==> src/rtl/div_unit.sv <==
// Multi-cycle radix-2 restoring integer divider for RV32M/RV64M (DIV, DIVU, REM, REMU).
// Runs on operand magnitudes, one quotient bit per cycle, then a sign fix-up step.
// Optional build macro DIV_EARLY_OUT_EN: divide-by-zero and signed overflow skip the
// iteration phase and finish two cycles after accept.
module div_unit #(
  parameter int unsigned WIDTH = 32,
  parameter int unsigned TAG_W = 5
) (
  input  logic             clk,
  input  logic             rst_n,
  input  logic             start_i,
  input  logic [1:0]       op_i,
  input  logic [WIDTH-1:0] dividend_i,
  input  logic [WIDTH-1:0] divisor_i,
  input  logic [TAG_W-1:0] tag_i,
  input  logic             flush_i,
  output logic             busy_o,
  output logic             done_o,
  output logic [WIDTH-1:0] result_o,
  output logic [TAG_W-1:0] tag_o
);

  localparam int unsigned CntW = $clog2(WIDTH);

  typedef enum logic [1:0] {StIdle, StCalc, StFix, StDone} state_e;

  state_e           state_q, state_d;
  logic [WIDTH-1:0] rem_q, rem_d;
  logic [WIDTH-1:0] quo_q, quo_d;
  logic [WIDTH-1:0] dvs_q, dvs_d;
  logic [CntW-1:0]  cnt_q, cnt_d;
  logic             sel_rem_q, sel_rem_d;
  logic             quo_neg_q, quo_neg_d;
  logic             rem_neg_q, rem_neg_d;
  logic             div_zero_q, div_zero_d;
  logic [TAG_W-1:0] tag_q, tag_d;
  logic [WIDTH-1:0] result_q, result_d;
  logic [TAG_W-1:0] tag_out_q, tag_out_d;

  logic             dvd_neg, dvs_neg, dvs_zero;
  logic [WIDTH-1:0] dvd_mag, dvs_mag;
  logic [WIDTH-1:0] rem_shift;
  logic [WIDTH:0]   trial;
  logic [WIDTH-1:0] quo_fix, rem_fix;
`ifdef DIV_EARLY_OUT_EN
  logic             ovf;
`endif

  // Operand decode at accept: signs only matter for signed ops (op_i[0] == 0).
  always_comb begin
    dvd_neg  = ~op_i[0] & dividend_i[WIDTH-1];
    dvs_neg  = ~op_i[0] & divisor_i[WIDTH-1];
    // -2^(WIDTH-1) negates to itself, which is the correct unsigned magnitude.
    dvd_mag  = dvd_neg ? (~dividend_i + WIDTH'(1)) : dividend_i;
    dvs_mag  = dvs_neg ? (~divisor_i + WIDTH'(1)) : divisor_i;
    dvs_zero = (divisor_i == '0);
`ifdef DIV_EARLY_OUT_EN
    ovf      = ~op_i[0] & (dividend_i == {1'b1, {(WIDTH-1){1'b0}}}) & (&divisor_i);
`endif
  end

  // Datapath helpers for one restoring step and the final sign correction.
  always_comb begin
    rem_shift = {rem_q[WIDTH-2:0], quo_q[WIDTH-1]};
    trial     = {rem_q[WIDTH-1], rem_shift} - {1'b0, dvs_q};
    // Divide-by-zero keeps the all-ones quotient; its remainder equals |dividend|, so the
    // ordinary remainder negation already reproduces the original dividend.
    quo_fix   = div_zero_q ? '1 : (quo_neg_q ? (~quo_q + WIDTH'(1)) : quo_q);
    rem_fix   = rem_neg_q ? (~rem_q + WIDTH'(1)) : rem_q;
  end

  // Next-state and output logic; flush overrides everything outside IDLE.
  always_comb begin
    state_d    = state_q;
    rem_d      = rem_q;
    quo_d      = quo_q;
    dvs_d      = dvs_q;
    cnt_d      = cnt_q;
    sel_rem_d  = sel_rem_q;
    quo_neg_d  = quo_neg_q;
    rem_neg_d  = rem_neg_q;
    div_zero_d = div_zero_q;
    tag_d      = tag_q;
    result_d   = result_q;
    tag_out_d  = tag_out_q;
    done_o     = 1'b0;

    unique case (state_q)
      StIdle: begin
        if (start_i && !flush_i) begin
          rem_d      = '0;
          quo_d      = dvd_mag;
          dvs_d      = dvs_mag;
          cnt_d      = '0;
          sel_rem_d  = op_i[1];
          quo_neg_d  = dvd_neg ^ dvs_neg;
          rem_neg_d  = dvd_neg;
          div_zero_d = dvs_zero;
          tag_d      = tag_i;
          state_d    = StCalc;
`ifdef DIV_EARLY_OUT_EN
          // Preload the magnitudes the iterations would have produced and go to FIX.
          if (dvs_zero || ovf) begin
            rem_d   = dvs_zero ? dvd_mag : '0;
            quo_d   = dvs_zero ? '1 : dvd_mag;
            state_d = StFix;
          end
`endif
        end
      end
      StCalc: begin
        if (!trial[WIDTH]) begin
          rem_d = trial[WIDTH-1:0];
          quo_d = {quo_q[WIDTH-2:0], 1'b1};
        end else begin
          rem_d = rem_shift;
          quo_d = {quo_q[WIDTH-2:0], 1'b0};
        end
        cnt_d = cnt_q + CntW'(1);
        if (cnt_q == CntW'(WIDTH - 1)) begin
          state_d = StFix;
        end
      end
      StFix: begin
        result_d  = sel_rem_q ? rem_fix : quo_fix;
        tag_out_d = tag_q;
        state_d   = StDone;
      end
      StDone: begin
        done_o  = 1'b1;
        state_d = StIdle;
      end
      default: state_d = StIdle;
    endcase

    if (flush_i && (state_q != StIdle)) begin
      state_d   = StIdle;
      done_o    = 1'b0;
      result_d  = result_q;
      tag_out_d = tag_out_q;
    end
  end

  assign busy_o   = (state_q != StIdle);
  assign result_o = result_q;
  assign tag_o    = tag_out_q;

  // State and datapath registers with asynchronous clear.
  always_ff @(posedge clk or negedge rst_n) begin
    if (!rst_n) begin
      state_q    <= StIdle;
      rem_q      <= '0;
      quo_q      <= '0;
      dvs_q      <= '0;
      cnt_q      <= '0;
      sel_rem_q  <= 1'b0;
      quo_neg_q  <= 1'b0;
      rem_neg_q  <= 1'b0;
      div_zero_q <= 1'b0;
      tag_q      <= '0;
      result_q   <= '0;
      tag_out_q  <= '0;
    end else begin
      state_q    <= state_d;
      rem_q      <= rem_d;
      quo_q      <= quo_d;
      dvs_q      <= dvs_d;
      cnt_q      <= cnt_d;
      sel_rem_q  <= sel_rem_d;
      quo_neg_q  <= quo_neg_d;
      rem_neg_q  <= rem_neg_d;
      div_zero_q <= div_zero_d;
      tag_q      <= tag_d;
      result_q   <= result_d;
      tag_out_q  <= tag_out_d;
    end
  end

endmodule

==> config.mk <==
export PLATFORM = sky130hd
export DESIGN_NAME = div_unit
export DESIGN_NICKNAME = d
export VERILOG_FILES = /design/src/rtl/div_unit.sv
export SDC_FILE = /design/constraint.sdc
export NUM_CORES = 1
export LEC_CHECK = 0
export BUFFER_PORTS_ARGS = -buffer_cell sky130_fd_sc_hd__buf_4
export CORE_UTILIZATION = 45
export DETAILED_ROUTE_END_ITERATION = 8
export SYNTH_ARGS = -nofsm -noshare
export SYNTH_HDL_FRONTEND = slang
export SYNTH_SLANG_ARGS = --single-unit
==> constraint.sdc <==
create_clock -name clk -period 5.2 [get_ports clk]
set_input_delay 0.78 -clock clk [delete_from_list [all_inputs] [get_ports clk]]
set_output_delay 0.78 -clock clk [all_outputs]
set_load 0.02 [all_outputs]
==> metrics.md <==
| Metric | Value |
|---|---|
| Setup violators final | `0` |
| Worst Path Arrival | `3770 ps` |
| Worst slew margin | `0.240` |
| Crit-path cells | `inv_1 > fa_1 > nand2b_1 > a21o_1 > a211oi_1 > nor3_1 > o21ai_1 > a21oi_1 > xnor2_2 > buf_4 > nand2_1 > a32o_1` |
| Layout cells sized above 1 | `0.128` |
| Die width | `between 150 and 200 um` |
| CP top delay family | `compound AO/OA/AOI/OAI gates` |
| Syn_nets | `1434` |
| Initial cell density of the core | `0.466` |
| CTS Buf Count | `17` |
| Remaining Overflow, GRT | `0` |
| Worst slew pin tran | `1140 ps` |
| Pwr Density | `676 mW/mm^2` |
| Cell with the most instances after synthesis | `nand2_1` |
| Hold_buf cts | `0` |
| Synth cell types | `63` |
| Drt wl/cell | `17.4 um` |
| Htree depth | `4` |
| Placed Area | `0.0118 mm^2` |
| Leading area contributor after synthesis | `dfrtp_1` |
| Fin. max-slew vios | `0` |
| Via count | `around 10000` |
| Post-CTS sizing | `0` |
| Synth-to-layout area growth | `16.1%` |
| Longest Clk Path Bufs | `2` |
| CP required | `5510 ps` |
| Final ANT Viol Nets | `0` |
| Setup crit start kind | `register` |
| Vias per cell | `5.66` |
| Synth top area cells | `dfrtp_1, nand2_1, xor2_1` |
| CTS tree | `yes` |
| Synth Register Bits | `approximately 150` |
| Die Y | `156 um` |
| Die area | `~0.024 mm^2` |
| Synth top area share | `0.349` |
| DP Wirelength | `22600 um` |
| Post-Synth Simple-Gate Area | `0.199` |
| Critical-path top delay cell | `dfrtp_1` |
| Crit path kind | `register to register` |
| Syn Inst Count | `1316` |
| Clock sink total | `between 100 and 150` |
| Tmin final | `~3500 ps` |
| Xor and xnor area share after synthesis | `0.119` |
| Slowest Stage Delay on Critical Path | `490 ps` |
| Row cnt | `55` |
| First-pass GRT wire length | `slightly below 50000 um` |
| Period utilization | `0.664` |
| DRT Pass-1 Iters | `5` |
| Routed Wire Length | `roughly 30000 um` |
| Static leakage | `0.00557 uW` |
| Clock Latency Late Sink | `430 ps` |
| Mean Syn Cell Area | `around 8.1 um^2` |
| IO Port Bufs | `approximately 110` |
| Clock transition at the registers of the reported paths | `70 ps` |
| Complex-gate fraction of the synthesized area | `0.234` |
| Post-route DRC | `0` |
| CP Max Fanout | `29` |
| Adder-cell area share of the yosys netlist | `0.0511` |
| Setup TNS | `0 ps` |
| Fmax achieved | `289 MHz` |
| Clock root buffer | `clkbuf_16` |
| Mapped Area | `0.0107 mm^2` |
| Net count, final | `1506` |
| Final Instance Area | `0.0124 mm^2` |
| Max-Cap Viols | `0` |
| CP endpoint kind | `register` |
| Core Util, Final | `0.541` |
| Status | `finished clean` |
| Post-synth EDFFs | `0` |
| Worst Path Buf+Inv | `2` |
| Most frequent cells after synthesis | `nand2_1, dfrtp_1, o21ai_0` |
| Diode count | `0` |
| Initial DRC Count | `539` |
| YS warnings | `0` |
| RSZ-0062 raised after global routing | `false` |
| Setup Buffers After CTS | `0` |
| Filler cell count | `around 2200` |
| Total GRT Usage | `0.258` |
| Clk_skew | `11.8 ps` |
| Placer congestion estimate | `0.927` |
| Antenna violations before repair | `0` |
| Vias in the first global route | `9304` |
| Tightest Hold Check Type | `input port to asynchronous set/reset pin` |
| Most used DFF post-synth | `dfrtp_1` |
| Final hold vios | `0` |
| Mux cell area share after synthesis | `0.00375` |
| Num ports | `114` |
| Seq/Total Area, Yosys | `0.349` |
| Core area | `0.0229 mm^2` |
| Worst vdd ir | `around 0.25 mV` |
| Post-synthesis async set-or-reset flop share | `1.00` |
| Largest net degree at the start of global routing | `86` |
| Main combinational cell family by area after synthesis | `compound AO/OA/AOI/OAI gates` |
state kept, by name, summed over array words and instances (netlist names):
name	cells
tag_q	5
result_o	32
quo_q	32
sel_rem_q	1
tag_o	5
state_q	2
rem_neg_q	1
cnt_q	5
quo_neg_q	1
dvs_q	32
rem_q	32
div_zero_q	1
per-layer routing:
layer	vias up	part of all wire	global-route usage
met1	4617	0.49	0.366
met4	0	0.021	0.0714
met2	216	0.44	0.402
met3	28	0.048	0.0444
met5	-	0	0
li1	4848	-	-
power breakdown:
| part | switching (uW) | internal, uW |
|---|---|---|
| logic | 2920 | 1840 |
| registers | 650 | 1660 |
| clock network | 572 | 733 |
| total | 4140 | 4240 |
per-stage QoR:
step	std cells	total power, uW	hold WS, ps	setup WS [ps]
2_1_floorplan	1316	5570	439	2020
3_3_place_gp	1682	7000	447	1670
3_5_place_dp	1682	7050	455	1650
4_1_cts	1714	8380	401	1730
5_1_grt	1714	9080	409	1460
6_report	1714	8380	360	1740
placed cells by master, fill, tap and decap left out, types with 11 or more instances in the layout:
cell,instances
nand2_1,194
dfrtp_1,149
buf_4,124
o21ai_0,114
a21oi_1,93
nor2_1,79
xor2_1,75
nand3_1,70
xnor2_1,68
inv_1,49
ha_1,41
o31ai_1,30
a21o_1,30
o21ai_1,24
or3_1,20
nor3_1,20
a221oi_1,20
clkbuf_16,17
a32oi_1,13
nor4_1,11
o41ai_1,11
final timing paths:
kind                           from         to  slack (ps)  cells after the start
setup / recovery           rem_q[0]   rem_q[1]        1740                     12
hold / removal                rst_n   quo_q[8]         360                      1
setup reg to reg           rem_q[0]   rem_q[1]        1740                     12
hold reg to reg            tag_q[2]   tag_o[2]         470                      2
max in group asynchronous     rst_n  dvs_q[18]        3800                      2
min in group clk           tag_q[2]   tag_o[2]         470                      2
final cells by class:
cell class | instances | area, um^2 | area share
Timing Repair Buffer | 125 | 942 | 0.0760
Tap cell | 313 | 392 | 0.0316
Sequential cell | 149 | 3730 | 0.301
Inverter | 51 | 191 | 0.0155
Clock inverter | 15 | 186 | 0.0150
Multi-Input combinational cell | 1044 | 6520 | 0.527
Clock buffer | 17 | 425 | 0.0343
cells by family (layout without fill, tap and decap cells):
family,count (synthesis),count (layout)
AOI/OAI and AO/OA,396,396
xor gates and xnor gates,145,145
adders and majority gates,43,43
buffers and inverters,123,208
DFF,149,149
muxes,4,4
and+or+nand+nor,456,456
Power figures use the tool's default switching activity.
